[config.mk]
export PLATFORM = sky130hd
export DESIGN_NAME = pkt_framer
export DESIGN_NICKNAME = d
export VERILOG_FILES = /design/src/rtl/pkt_framer_pkg.sv /design/src/rtl/pkt_gap_timer.sv /design/src/rtl/pkt_framer.sv
export SDC_FILE = /design/constraint.sdc
export NUM_CORES = 1
export LEC_CHECK = 0
export BUFFER_PORTS_ARGS = -buffer_cell sky130_fd_sc_hd__buf_4
export CAP_MARGIN = 20
export CORE_MARGIN = 8
export CORE_UTILIZATION = 39
export DETAILED_ROUTE_END_ITERATION = 6
export GPL_TIMING_DRIVEN = 0
export PLACE_DENSITY = 0.67
export RECOVER_POWER = 100
export SYNTH_ARGS = -nofsm -noshare
export SYNTH_HDL_FRONTEND = slang
export SYNTH_SLANG_ARGS = --single-unit
[constraint.sdc]
create_clock -name clk -period 3.08 [get_ports clk]
set_input_delay 0.77 -clock clk [delete_from_list [all_inputs] [get_ports clk]]
set_output_delay 0.77 -clock clk [all_outputs]
set_load 0.02 [all_outputs]
[src/rtl/pkt_framer_pkg.sv]
// Shared types and defaults for the packet framer: FSM state encoding,
// default payload width / inter-frame gap and the length legality check.
package pkt_framer_pkg;

  typedef enum logic [1:0] {
    ST_IDLE  = 2'd0,
    ST_SHIFT = 2'd1,
    ST_GAP   = 2'd2
  } state_t;

  localparam int DW_DEFAULT  = 16;
  localparam int IFG_DEFAULT = 2;

  function automatic logic len_ok(input int len, input int dw);
    return (len >= 1) && (len <= dw);
  endfunction

endpackage

[src/rtl/pkt_gap_timer.sv]
// Inter-frame gap down-counter: load arms it for IFG cycles, done flags the
// final gap cycle so the framer can return to IDLE on that edge.
module pkt_gap_timer
  import pkt_framer_pkg::*;
#(
  parameter int IFG = IFG_DEFAULT
) (
  input  logic clk,
  input  logic rst_n,
  input  logic load,
  input  logic count,
  output logic done
);

  logic [3:0] cnt_q, cnt_d;

  always_comb begin
    cnt_d = cnt_q;
    if (load) begin
      cnt_d = 4'(IFG - 1);
    end else if (count && (cnt_q != 4'd0)) begin
      cnt_d = cnt_q - 4'd1;
    end
  end

  always_ff @(posedge clk or negedge rst_n) begin
    if (!rst_n) begin
      cnt_q <= 4'd0;
    end else begin
      cnt_q <= cnt_d;
    end
  end

  assign done = (cnt_q == 4'd0);

endmodule

[src/rtl/pkt_framer.sv]
// Serialises one payload word per frame, LSB first, with a start pulse,
// last-bit marker and a fixed idle gap; illegal lengths are dropped with len_err.
module pkt_framer
  import pkt_framer_pkg::*;
#(
  parameter int DW  = DW_DEFAULT,
  parameter int IFG = IFG_DEFAULT
) (
  input  logic                  clk,
  input  logic                  rst_n,
  input  logic                  in_valid,
  output logic                  in_ready,
  input  logic [DW-1:0]         in_data,
  input  logic [$clog2(DW):0]   in_len,
  input  logic                  in_sof,
  output logic                  pkt_data_vld,
  output logic                  first,
  output logic                  sdo,
  output logic                  lastbit,
  output logic                  len_err
);

  localparam int LW = $clog2(DW) + 1;
  localparam logic [LW:0] IDX_ONE = (LW + 1)'(1);
  localparam logic [LW:0] IDX_TWO = (LW + 1)'(2);

  state_t          state_q, state_d;
  logic [LW-1:0]   cnt_q, cnt_d;
  logic [LW-1:0]   len_q, len_d;
  logic [DW-1:0]   shreg_q, shreg_d;
  logic            vld_q, vld_d;
  logic            first_q, first_d;
  logic            sdo_q, sdo_d;
  logic            last_q, last_d;
  logic            err_q, err_d;
  logic            gap_load, gap_count, gap_done;

  pkt_gap_timer #(.IFG(IFG)) u_gap_timer (
    .clk   (clk),
    .rst_n (rst_n),
    .load  (gap_load),
    .count (gap_count),
    .done  (gap_done)
  );

  always_comb begin
    state_d   = state_q;
    cnt_d     = cnt_q;
    len_d     = len_q;
    shreg_d   = shreg_q;
    vld_d     = 1'b0;
    first_d   = 1'b0;
    sdo_d     = 1'b0;
    last_d    = 1'b0;
    err_d     = 1'b0;
    gap_load  = 1'b0;
    gap_count = 1'b0;
    unique case (state_q)
      ST_IDLE: begin
        if (in_valid) begin
          if (len_ok(int'(in_len), DW)) begin
            state_d = ST_SHIFT;
            shreg_d = in_data >> 1;
            len_d   = in_len;
            cnt_d   = '0;
            vld_d   = 1'b1;
            first_d = in_sof;
            sdo_d   = in_data[0];
            last_d  = (in_len == LW'(1));
          end else begin
            err_d = 1'b1;
          end
        end
      end
      ST_SHIFT: begin
        if (last_q) begin
          state_d  = ST_GAP;
          gap_load = 1'b1;
          cnt_d    = '0;
        end else begin
          // cnt_q indexes the bit now on sdo; the next bit is last when cnt_q+2 == len
          cnt_d   = cnt_q + LW'(1);
          sdo_d   = shreg_q[0];
          shreg_d = shreg_q >> 1;
          last_d  = (({1'b0, cnt_q} + IDX_TWO) == {1'b0, len_q});
        end
      end
      ST_GAP: begin
        gap_count = 1'b1;
        if (gap_done) begin
          state_d = ST_IDLE;
        end
      end
      default: state_d = ST_IDLE;
    endcase
  end

  always_ff @(posedge clk or negedge rst_n) begin
    if (!rst_n) begin
      state_q <= ST_IDLE;
      cnt_q   <= '0;
      vld_q   <= 1'b0;
      first_q <= 1'b0;
      sdo_q   <= 1'b0;
      last_q  <= 1'b0;
      err_q   <= 1'b0;
    end else begin
      state_q <= state_d;
      cnt_q   <= cnt_d;
      vld_q   <= vld_d;
      first_q <= first_d;
      sdo_q   <= sdo_d;
      last_q  <= last_d;
      err_q   <= err_d;
    end
  end

  // Payload holding registers carry no reset; they are reloaded on every transfer
  always_ff @(posedge clk) begin
    shreg_q <= shreg_d;
    len_q   <= len_d;
  end

  assign in_ready     = rst_n && (state_q == ST_IDLE);
  assign pkt_data_vld = vld_q;
  assign first        = first_q;
  assign sdo          = sdo_q;
  assign lastbit      = last_q;
  assign len_err      = err_q;

  // Reference IDX_ONE so the index width helper stays tied to the counter width
  logic unused_idx;
  assign unused_idx = IDX_ONE[0];

endmodule

Word-level counts from Yosys, hierarchy flattened. Index checks and enable logic that the tools add are counted.

Register bits after elaboration: 37. Latch bits: 0. Memory bits (writable): 0. Bits in read-only memories: 0. Input port bits: 25. Output and inout port bits: 6. Word-level logic and storage cells: 71. Memories kept: 0.

Add/sub/neg operators: 3. Multiply operators: 0. Div/mod/pow operators: 0. $lt $le $gt $ge: 2. Eq/ne operators: 9. Shift-type cells: 0. Multiplexer cells: 35. Bitwise operators: 0. Reduce and logical (&&, ||, !) cells: 12.

Operator list (number): $mux 16 (3); $pmux 16 s2 (1); $mux 1 (18); $mux 5 (3); $ne 2x2->1 const B (5); $pmux 5 s2 (1); $mux 2 (4); $mux 4 (2); $reduce_and 4->1 (2); $add 5x2->6 const B (1); $eq 6x5->1 (1); $pmux 2 s3 (1); $reduce_and 3->1 (2); $add 5x1->5 const B (1); $eq 5x1->1 const B (1); $ge 5x1->1 const B (1); $le 5x5->1 const B (1); $logic_not 4->1 (1); $pmux 1 s2 (2); $reduce_bool 2->1 (2); $reduce_bool 4->1 (1); $sub 4x1->4 const B (1); $logic_and 1x1->1 (3); $eq 2x1->1 const B (1); 2 further kinds (2).

Longest topological paths before layout. Gate-level depths: netlist (run 1).

Depth in word-level cells: 5. Depth in mapped cells: 6.

By module. From an unflattened synthesis (run 1), not the netlist that was laid out.

Cell total of the unflattened synthesis: 168. Area, all modules: 1789.2 um2.

Modules (own cells, without submodules): pkt_framer (instances 1, cells an instance 144, area each 1542.7 um2, sequential area each 900.9 um2); pkt_gap_timer (instances 1, cells an instance 24, area each 246.5 um2, sequential area each 100.1 um2).

Worst setup path after synthesis (run 1). OpenSTA, ideal clock, no wires.

Path kind: input port to flip-flop. From: input in_len[0]. To: register shreg_q[0], enable pin. Setup time: 0.454 ns. Arrival: 2.219 ns. Setup slack: 0.407 ns. Stages on the path: 3. Path buffers: 0. Cells stage by stage: nor4_4 mux2i_1 o21ai_0.

Cells in the longest elaborated chain, start to end: 4. Elaborated cells on any way between the ends: 5. Those cells by class: order compare (2); eq/ne (1); reduce/logical (2).

Ends and longest elaborated chain: from (decl) (line pkt_framer.sv:14) `input logic [$clog2(DW):0] in_len,`; $ge 5x1->1 or $le 5x5->1 (tied branches) (line pkt_framer_pkg.sv:15) `return (len >= 1) && (len <= dw);`; $logic_and 1x1->1 * (line pkt_framer_pkg.sv:15); $ne 2x2->1 (no source line) *; $reduce_and 4->1 (no source line) *; to (signal assigned) (line pkt_framer.sv:120) `shreg_q <= shreg_d;`; to (decl) (line pkt_framer.sv:30) `logic [DW-1:0] shreg_q, shreg_d;`.

Mark *: on every way between the ends. The rest lies on a longest branch, timed or not. A chain may end at the register's enable or synchronous reset.

Worst setup path in the final report (run 1).
From: input in_len[1]. To: register shreg_q[0], enable pin.

Same word-level chain as after synthesis.

==> impl_metrics.json, run 1 <==
{
  "worst_hold_check_path_type": "reg -> reg",
  "wl_per_cell_um": 13.93,
  "cts-root-buf": "sky130_fd_sc_hd__clkbuf_8",
  "detail_route.first_pass.iterations": 4,
  "global_route.overflow_total": 0,
  "report.final.setup_viol": 0,
  "finalCriticalPeriod_ns": 2.704,
  "max_slew.worst_pin.slew_ns": 0.9132,
  "power.internal_mw": 1.151,
  "design.die.area_mm2": 0.006853,
  "synth.ff_latch_count": 36,
  "layout.nets": 226,
  "rsz0062_at_grt": "false",
  "drv_cap": 0,
  "worst-path-max-fanout": 9,
  "drt-total-wl_mm": 3.497,
  "synth_fp_nets": 188,
  "layout_common_cells": "sky130_fd_sc_hd__nand2_1, sky130_fd_sc_hd__edfxtp_1, sky130_fd_sc_hd__clkbuf_1, sky130_fd_sc_hd__buf_4, sky130_fd_sc_hd__dfrtp_1",
  "drive_gt1_frac": 0.1508,
  "cts_max_level": 2,
  "crit_path_end_kind": "register",
  "cpLargestDelayFamily": "multiplexers",
  "coreArea_mm2": 0.004324,
  "arrival_time_at_the_worst_endpoint_ns": 2.72,
  "drv_slew": 0,
  "register_area_share_after_synthesis": 0.5755,
  "clk_pin_slew_ns": 0.07,
  "hold_ws_ns": 0.4914,
  "place.gp.congestion": 0.7487,
  "cp.buffers_inverters": 2,
  "grt_antenna_before_repair": 0,
  "initial_core_util": 0.4022,
  "slowest_stage": "sky130_fd_sc_hd__mux2i_1",
  "syn_avg_cell_area_um2": 10.87,
  "postCtsSetupRepairBufs": 0,
  "dpl.hpwl_mm": 2.536,
  "cp_data_required_time_ns": 3.09,
  "synth_warnings": 0,
  "maxClockFrequency_ghz": 0.3698,
  "multiInputGateArea_um2": 686.9,
  "insertion_delay_ns": 0.29,
  "area_delta_synth_final_pct": 19.06,
  "first_pass_grt_wire_length_mm": 5.899,
  "via_count_of_the_first_global_routing_pass": 1258,
  "final_common_cell": "sky130_fd_sc_hd__nand2_1",
  "critical_path.startpoint_type": "input port",
  "tns_ns": 0,
  "worst_clock_skew_ns": 0.01144,
  "final-seq-area_mm2": 0.001001,
  "clock-sinks": 36,
  "num_io_pins": 31,
  "critPathKind": "in -> reg",
  "p_leak_nw": 0.9259,
  "clockBufferDepth": 2,
  "clock_buffer_count_from_cts": 5,
  "power_frac_clock": 0.182,
  "insertedDiodeCount": 0,
  "ir_worst_vdd_v": 0.0004528,
  "p_total_mw": 1.791,
  "ys_async_sr_fraction": 0.4444,
  "synth.cell_area_mm2": 0.001739,
  "max_slew_margin": 0.3912,
  "worst_path_largest_cell_delay_ns": 0.59,
  "detailedRoute.firstIterationViolations": 47,
  "hold_viol_final": 0,
  "pwr-share-seq": 0.476,
  "total_of_cells_resized_after_clock_tree_synthesis": 0,
  "vias_per_cell": 4.972,
  "synth_cell_types": 35,
  "power.net_switching_uw": 639.8,
  "port-buffer-count": 30,
  "drc_markers": 0,
  "cts-hold-fix-buffers": 0,
  "antenna_violating_nets_left": 0,
  "setup_ws_pre_cts_ns": 0.08802,
  "fraction_of_the_core_area_covered_by_cells_at_the_end_of_the_flow": 0.4789,
  "placementRows": 24,
  "pwr_density_cell_mw_per_mm2": 864.7,
  "ys.flop_type": "sky130_fd_sc_hd__edfxtp_1",
  "gr-usage-all-layers": 0.1143,
  "grt_max_degree": 18,
  "power_frac_comb": 0.342,
  "netSwitchingFraction": 0.3573,
  "vias": 1248,
  "synth_cells": 160,
  "cp_cell_sequence": "clkbuf_1 -> nor4_4 -> mux2i_1 -> o21ai_1 -> clkbuf_2",
  "synth-edff-count": 20,
  "final.fill_count": 443,
  "run_status": "finished, final reports clean",
  "chipWidth_um": 82.78,
  "tritoncts": "built",
  "die_h_um": 82.78,
  "final.setup.worst_slack_ns": 0.3758,
  "period_utilization": 0.8780
}
synthesized netlist by cell type (all sizes together), types with 4 or more instances:
library cell  count  area, um2
a21oi             4      20.02
and2              5      31.28
clkbuf            4      15.01
dfrtp            16      400.4
edfxtp           20      600.6
inv               6      22.52
mux2i             7      70.07
nand2            50      187.7
nand3             5      25.02
xnor2             4      35.03
xor2              5      43.79
cell families after synthesis:
group                    count (synthesis)  synth area share
AO/OA/AOI/OAI                           14           0.05828
flip-flops                              36            0.5755
XOR/XNOR                                 9           0.04532
multiplexers                             8           0.04892
buffers and inverters                   12           0.02733
AND/OR/NAND/NOR                         78            0.2230
adder cells (fa/ha/maj)                  3           0.02159
flip-flops by register name, indices dropped and copies added, names as in the netlist:
name and flops:
cnt_q 5, u_gap_timer.cnt_q 4, state_q 2, first 1, len_q 5, sdo 1
len_err 1, lastbit 1, shreg_q 15, pkt_data_vld 1
metrics by stage:
step | cells | instance area (um2)
after floorplan | 160 | 1739
after global placement | 242 | 2029
after detailed placement | 243 | 2037
after CTS | 251 | 2125
after global routing | 251 | 2071
final | 251 | 2071
per-layer routing:
layer	global-route usage	vias up	wire length, um
li1	-	629	-
met1	0.1513	586	1711
met2	0.1686	30	1548
met3	0.03664	3	205
met4	0.04655	0	31
met5	0	-	0
power by group through the flow:
| stage | clock network, mW | registers [mW] | logic, mW |
|---|---|---|---|
| finish | 0.326 | 0.852 | 0.612 |
| global route | 0.368 | 0.875 | 0.719 |
| CTS | 0.341 | 0.853 | 0.659 |
| detailed placement | 0 | 0.860 | 0.656 |
| global placement | 0 | 0.862 | 0.626 |
| floorplan | 0 | 0.854 | 0.460 |
layout make-up:
class,instances,area share
buffer,6,0.01088
clock buffer,5,0.03323
clock inverter,3,0.009063
inverter,6,0.01088
multi-input combinational,112,0.3317
sequential,36,0.4834
tap,52,0.03142
timing repair buffer,31,0.08943
path summary, 6_finish.rpt:
path | from | to | slack (ns) | cells past startpoint
worst max register to register | state_q[1] | shreg_q[0] | 0.82 | 5
worst min register to register | shreg_q[0] | sdo | 0.49 | 1
max in group asynchronous | rst_n | u_gap_timer.cnt_q[0] | 1.93 | 1
min in group asynchronous | rst_n | cnt_q[3] | 0.58 | 1
worst min-delay path | shreg_q[0] | sdo | 0.49 | 1
worst max-delay path | in_len[1] | shreg_q[0] | 0.38 | 5
Power figures use the tool's default switching activity.
==> inputs of run 2 (changes only) <==
==> constraint.sdc (replaced) <==
create_clock -name clk -period 2.5 [get_ports clk]
set_input_delay 0.625 -clock clk [delete_from_list [all_inputs] [get_ports clk]]
set_output_delay 0.625 -clock clk [all_outputs]
set_load 0.02 [all_outputs]
==> impl_metrics.json, run 2 (synthesis results as in run 1) <==
{
  "run_status": "finished, final reports clean",
  "initial_core_util": 0.4022,
  "num_io_pins": 31,
  "slowest_stage": "sky130_fd_sc_hd__mux2i_2",
  "crit_path_end_kind": "register",
  "finished_layout_cell_area_mm2": 0.002078,
  "area_delta_synth_final_pct": 19.50,
  "pwr-share-seq": 0.477,
  "hold_viol_final": 0,
  "insertedDiodeCount": 0,
  "clock-sinks": 36,
  "vias": 1248,
  "critical_path.startpoint_type": "input port",
  "coreArea_mm2": 0.004324,
  "p_leak_nw": 0.9247,
  "dpl.hpwl_mm": 2.571,
  "placementRows": 24,
  "drive_gt1_frac": 0.1558,
  "die_h_um": 82.78,
  "worst_hold_check_path_type": "in -> async",
  "cts-root-buf": "sky130_fd_sc_hd__clkbuf_8",
  "arrival_time_at_the_worst_endpoint_ns": 2.38,
  "tritoncts": "built",
  "max_flop_register": "shreg_q",
  "drt-total-wl_mm": 3.396,
  "layout.nets": 226,
  "period_utilization": 0.9344,
  "drc_markers": 0,
  "cts_max_level": 2,
  "reg.largest.list": "shreg_q (15), cnt_q (5), len_q (5)",
  "worst_clock_skew_ns": 0.006063,
  "design.die.area_mm2": 0.006853,
  "cp_data_required_time_ns": 2.55,
  "final_common_cell": "sky130_fd_sc_hd__nand2_1",
  "port-buffer-count": 30,
  "worstRegToRegCells": 5,
  "p_total_mw": 2.200,
  "finalCriticalPeriod_ns": 2.336,
  "grt_max_degree": 18,
  "detailed_place.area_mm2": 0.002037,
  "via_count_of_the_first_global_routing_pass": 1254,
  "rsz0062_at_grt": "false",
  "largest_register_ffs": 15,
  "global_route.overflow_total": 0,
  "clockBufferDepth": 2,
  "power.internal_mw": 1.425,
  "drv_slew": 0,
  "insertion_delay_ns": 0.29,
  "vias_per_cell": 4.972,
  "layout_common_cells": "sky130_fd_sc_hd__nand2_1, sky130_fd_sc_hd__buf_4, sky130_fd_sc_hd__edfxtp_1, sky130_fd_sc_hd__clkbuf_1, sky130_fd_sc_hd__dfrtp_1",
  "power.net_switching_uw": 774.0,
  "drv_cap": 0,
  "detailedRoute.firstIterationViolations": 62,
  "gr-usage-all-layers": 0.1113,
  "first_pass_grt_wire_length_mm": 5.802,
  "power_frac_clock": 0.178,
  "netSwitchingFraction": 0.3519,
  "report.final.setup_viol": 0,
  "fraction_of_the_core_area_covered_by_cells_at_the_end_of_the_flow": 0.4806,
  "critPathKind": "in -> reg",
  "cts-hold-fix-buffers": 0,
  "chipWidth_um": 82.78,
  "max_slew.worst_pin.slew_ns": 0.9197,
  "grt_antenna_before_repair": 0,
  "worst-path-max-fanout": 8,
  "max_slew_margin": 0.3868,
  "pwr_density_cell_mw_per_mm2": 1058,
  "place.gp.congestion": 0.7727,
  "ir_worst_vdd_v": 0.0004537,
  "detail_route.first_pass.iterations": 4,
  "antenna_violating_nets_left": 0,
  "worst_path_largest_cell_delay_ns": 0.50,
  "power_frac_comb": 0.346,
  "clk_pin_slew_ns": 0.07,
  "total_of_cells_resized_after_clock_tree_synthesis": 1,
  "wl_per_cell_um": 13.53,
  "maxClockFrequency_ghz": 0.4281,
  "clock_buffer_count_from_cts": 5,
  "cp_cell_sequence": "clkbuf_1 -> nor4_4 -> mux2i_2 -> o21ai_1 -> buf_4",
  "postCtsSetupRepairBufs": 0
}
## run 2: critical path: cells and delay by family
kind            cells  cell delay [ns]
compound gates      1             0.37
mux                 1             0.50
buf+inv             2             0.43
simple gates        1             0.46
## run 2: final cells by class
class | instances | area, um2
Clock inverter | 2 | 11.26
Multi-Input combinational cell | 112 | 690.7
Clock buffer | 6 | 72.57
Inverter | 6 | 22.52
Timing Repair Buffer | 31 | 192.7
Sequential cell | 36 | 1001
Buffer | 6 | 22.52
Tap cell | 52 | 65.06
Fill cell | 463 | 2246
## run 2: routing by layer
metal  vias up  share of wire  global-route usage
met2        32           0.45              0.1671
met3         7          0.076             0.03987
met1       579           0.46              0.1460
met5         -              0                   0
met4         0          0.012             0.03621
li1        630              -                   -
## run 2: power groups by stage
stage / Combinational (mW) / Clock [mW] / Sequential (mW)
2_1_floorplan: 0.568 / 0 / 1.05
6_report: 0.760 / 0.391 / 1.05
3_3_place_gp: 0.773 / 0 / 1.06
3_5_place_dp: 0.812 / 0 / 1.06
5_1_grt: 0.900 / 0.432 / 1.07
4_1_cts: 0.817 / 0.405 / 1.05
## run 2: stage by stage
stage | setup slack, ns | setup TNS (ns) | hold WS, ns | instances
5_1_grt | 0.004164 | 0 | 0.5067 | 251
4_1_cts | 0.1644 | 0 | 0.1950 | 251
3_5_place_dp | -0.3114 | -3.306 | 0.4636 | 243
3_3_place_gp | -0.3454 | -5.173 | 0.4630 | 242
2_1_floorplan | 0.2215 | 0 | 0.3294 | 160
6_report | 0.1641 | 0 | 0.4496 | 251
## run 2: final timing paths
kind                       startpoint                   end  slack [ns]
hold / removal                  rst_n              cnt_q[3]        0.45
max in group asynchronous       rst_n  u_gap_timer.cnt_q[0]        1.49
setup reg to reg           state_q[1]            shreg_q[0]        0.30
hold reg to reg            shreg_q[0]                   sdo        0.48
setup / recovery            in_len[1]            shreg_q[0]        0.16
min in group clk           shreg_q[0]                   sdo        0.48
==> inputs of run 3 (changes only) <==
--- a/config.mk
+++ b/config.mk
@@ -8,11 +8,12 @@
 export BUFFER_PORTS_ARGS = -buffer_cell sky130_fd_sc_hd__buf_4
 export CAP_MARGIN = 20
 export CORE_MARGIN = 8
-export CORE_UTILIZATION = 39
+export CORE_UTILIZATION = 55
 export DETAILED_ROUTE_END_ITERATION = 6
 export GPL_TIMING_DRIVEN = 0
-export PLACE_DENSITY = 0.67
+export PLACE_DENSITY = 0.9
 export RECOVER_POWER = 100
 export SYNTH_ARGS = -nofsm -noshare
 export SYNTH_HDL_FRONTEND = slang
+export SYNTH_HIERARCHICAL = 1
 export SYNTH_SLANG_ARGS = --single-unit
==> impl_metrics.json, run 3 <==
{
  "via_count_of_the_first_global_routing_pass": 1396,
  "chipWidth_um": 73.04,
  "placementRows": 20,
  "netlist_top_cells_area": "sky130_fd_sc_hd__edfxtp_1, sky130_fd_sc_hd__dfrtp_1, sky130_fd_sc_hd__nand2_1",
  "met3_length_um": 224,
  "met2_routed_wl_mm": 1.689,
  "syn_avg_cell_area_um2": 10.65,
  "wl_met1_mm": 1.442,
  "synth-edff-count": 20,
  "rsz0062_at_grt": "false",
  "gr-usage-all-layers": 0.1470,
  "worst_path_largest_cell_delay_ns": 0.53,
  "clockBufferDepth": 2,
  "area_delta_synth_final_pct": 15.94,
  "final.fill_count": 257,
  "drv_cap": 0,
  "worst-path-max-fanout": 8,
  "synth_warnings": 6,
  "worst_clock_skew_ns": 0.009615,
  "design.die.area_mm2": 0.005334,
  "layout_common_cells": "sky130_fd_sc_hd__nand2_1, sky130_fd_sc_hd__edfxtp_1, sky130_fd_sc_hd__buf_4, sky130_fd_sc_hd__clkbuf_1, sky130_fd_sc_hd__dfrtp_1",
  "synth_cells": 168,
  "regToRegStartpoint": "state_q[1]",
  "layout.nets": 235,
  "finalCriticalPeriod_ns": 2.325,
  "final_common_cell": "sky130_fd_sc_hd__nand2_1",
  "worst_hold_check_path_type": "in -> async",
  "placedCellCount": 243,
  "final.setup.worst_slack_ns": 0.1746,
  "cp_cell_sequence": "clkbuf_1 -> nor4_4 -> mux2i_1 -> o21ai_1 -> buf_6",
  "reg2reg_to": "shreg_q[10]",
  "setup_ws_pre_cts_ns": -0.1787,
  "reg.largest.list": "shreg_q (15), cnt_q (5), len_q (5)",
  "insertion_delay_ns": 0.34,
  "tritoncts": "built",
  "postCtsSetupRepairBufs": 0,
  "global_route.overflow_total": 0,
  "synth_commonest_cells": "sky130_fd_sc_hd__nand2_1, sky130_fd_sc_hd__edfxtp_1, sky130_fd_sc_hd__dfrtp_1, sky130_fd_sc_hd__nor2_1, sky130_fd_sc_hd__inv_1",
  "power_frac_clock": 0.135,
  "ys_async_sr_fraction": 0.4444,
  "finish.cell_count_without_fillers": 251,
  "port-buffer-count": 30,
  "report.final.setup_viol": 0,
  "netSwitchingFraction": 0.3654,
  "synth_fp_nets": 197,
  "synth.largest_area_cell": "sky130_fd_sc_hd__edfxtp_1",
  "arrival_time_at_the_worst_endpoint_ns": 2.43,
  "grt_max_degree": 18,
  "fraction_of_post_synthesis_cell_area_in_the_top_cell_type_by_area": 0.3357,
  "drv_slew": 0,
  "clock_buffer_count_from_cts": 5,
  "num_io_pins": 31,
  "pwr_density_cell_mw_per_mm2": 1033,
  "clk_pin_slew_ns": 0.11,
  "post-synth-top-count-cell": "sky130_fd_sc_hd__nand2_1",
  "cts_max_level": 2,
  "wl_per_cell_um": 13.61,
  "crit_path_end_kind": "register",
  "register_area_share_after_synthesis": 0.5594,
  "tns_ns": 0,
  "r2r_slack_ns": 0.36,
  "run_status": "finished, final reports clean",
  "grt_antenna_before_repair": 0,
  "max_slew_margin": 0.3934,
  "power.internal_mw": 1.360,
  "hold_viol_final": 0,
  "drive_gt1_frac": 0.1546,
  "antenna_violating_nets_left": 0,
  "ys.flop_type": "sky130_fd_sc_hd__edfxtp_1",
  "coreArea_mm2": 0.003078,
  "cts-root-buf": "sky130_fd_sc_hd__clkbuf_4",
  "synth.ff_latch_count": 36,
  "p_total_mw": 2.144,
  "die_h_um": 73.04,
  "power.net_switching_uw": 783.3,
  "period_utilization": 0.9302,
  "synth_cell_types": 40,
  "dpl.hpwl_mm": 2.673,
  "maxClockFrequency_ghz": 0.4300,
  "ir_worst_vdd_v": 0.0005847,
  "max_flop_register": "shreg_q",
  "cts-hold-fix-buffers": 0,
  "vias": 1305,
  "worstRegToRegCells": 5,
  "pwr-share-seq": 0.488,
  "insertedDiodeCount": 0,
  "max_slew.worst_pin.slew_ns": 0.9100,
  "detail_route.first_pass.iterations": 4,
  "drt-total-wl_mm": 3.416,
  "synth.cell_area_mm2": 0.001789,
  "clock-sinks": 36,
  "power_frac_comb": 0.378,
  "total_of_cells_resized_after_clock_tree_synthesis": 0,
  "largest_register_ffs": 15,
  "first_pass_grt_wire_length_mm": 6.099,
  "p_leak_nw": 0.9065,
  "critical_path.startpoint_type": "input port",
  "detailedRoute.firstIterationViolations": 99,
  "drc_markers": 0,
  "cp_data_required_time_ns": 2.60,
  "place.gp.congestion": 0.8105,
  "critPathKind": "in -> reg",
  "top_signal_layer_used": "met4",
  "vias_per_cell": 5.199,
  "initial_core_util": 0.5813,
  "slowest_stage": "sky130_fd_sc_hd__mux2i_1"
}
## run 3: through the flow
stage / util / hold WS [ns] / area (um2)
after floorplan: - / 0.3294 / 1789
after global placement: 0.6724 / 0.4792 / 2069
after detailed placement: 0.6760 / 0.4988 / 2081
after CTS: 0.6919 / 0.1306 / 2130
after global routing: 0.6740 / 0.4367 / 2074
final: 0.6740 / 0.3820 / 2074
## run 3: worst max path at each step
stage                     slack, ns           to       from  depth (start not counted)
after CTS                      0.18  shreg_q[10]  in_len[0]                          5
after floorplan                0.02   shreg_q[0]  in_len[0]                          3
after global placement        -0.56   shreg_q[5]  in_len[0]                          4
after detailed placement      -0.18  shreg_q[11]  in_len[0]                          5
after global routing           0.05  shreg_q[10]  in_len[0]                          5
final                          0.17  shreg_q[10]  in_len[0]                          5
## run 3: logic make-up after synthesis
kind of cell	Yosys count	synth area share
buffers and inverters	13	0.02867
adders and majority gates	4	0.02797
AOI/OAI and AO/OA	14	0.05455
xor gates and xnor gates	7	0.03427
muxes	8	0.04825
DFF	36	0.5594
and+or+nand+nor	86	0.2469
## run 3: worst max-delay path, delay by kind of cell
family	cells	cell delay (ns)
buffers and inverters	2	0.38
and+or+nand+nor	1	0.48
muxes	1	0.53
AOI/OAI and AO/OA	1	0.41
## run 3: per-layer routing
metal / global-route usage / up-vias
met3: 0.06319 / 7
li1: - / 655
met5: 0 / -
met4: 0.05556 / 0
met1: 0.1649 / 605
met2: 0.2403 / 38
## run 3: layout make-up
class                   count  area [um2]  share of cell area
well taps                  44       55.05             0.02654
flip-flops and latches     36        1001              0.4825
clock inverters             1       3.754            0.001809
inverters                   7       26.28             0.01267
multi-input cells         119       721.9              0.3480
plain buffers               6       22.52             0.01086
clock buffers               7       45.04             0.02171
repair buffers             31       198.9             0.09590
## run 3: power by group through the flow
stage	registers (mW)	clock network, mW	logic, mW
after detailed placement	1.06	0	0.856
final	1.05	0.288	0.810
after global placement	1.05	0	0.797
after CTS	1.05	0.294	0.859
after floorplan	1.05	0	0.600
after global routing	1.07	0.321	0.939
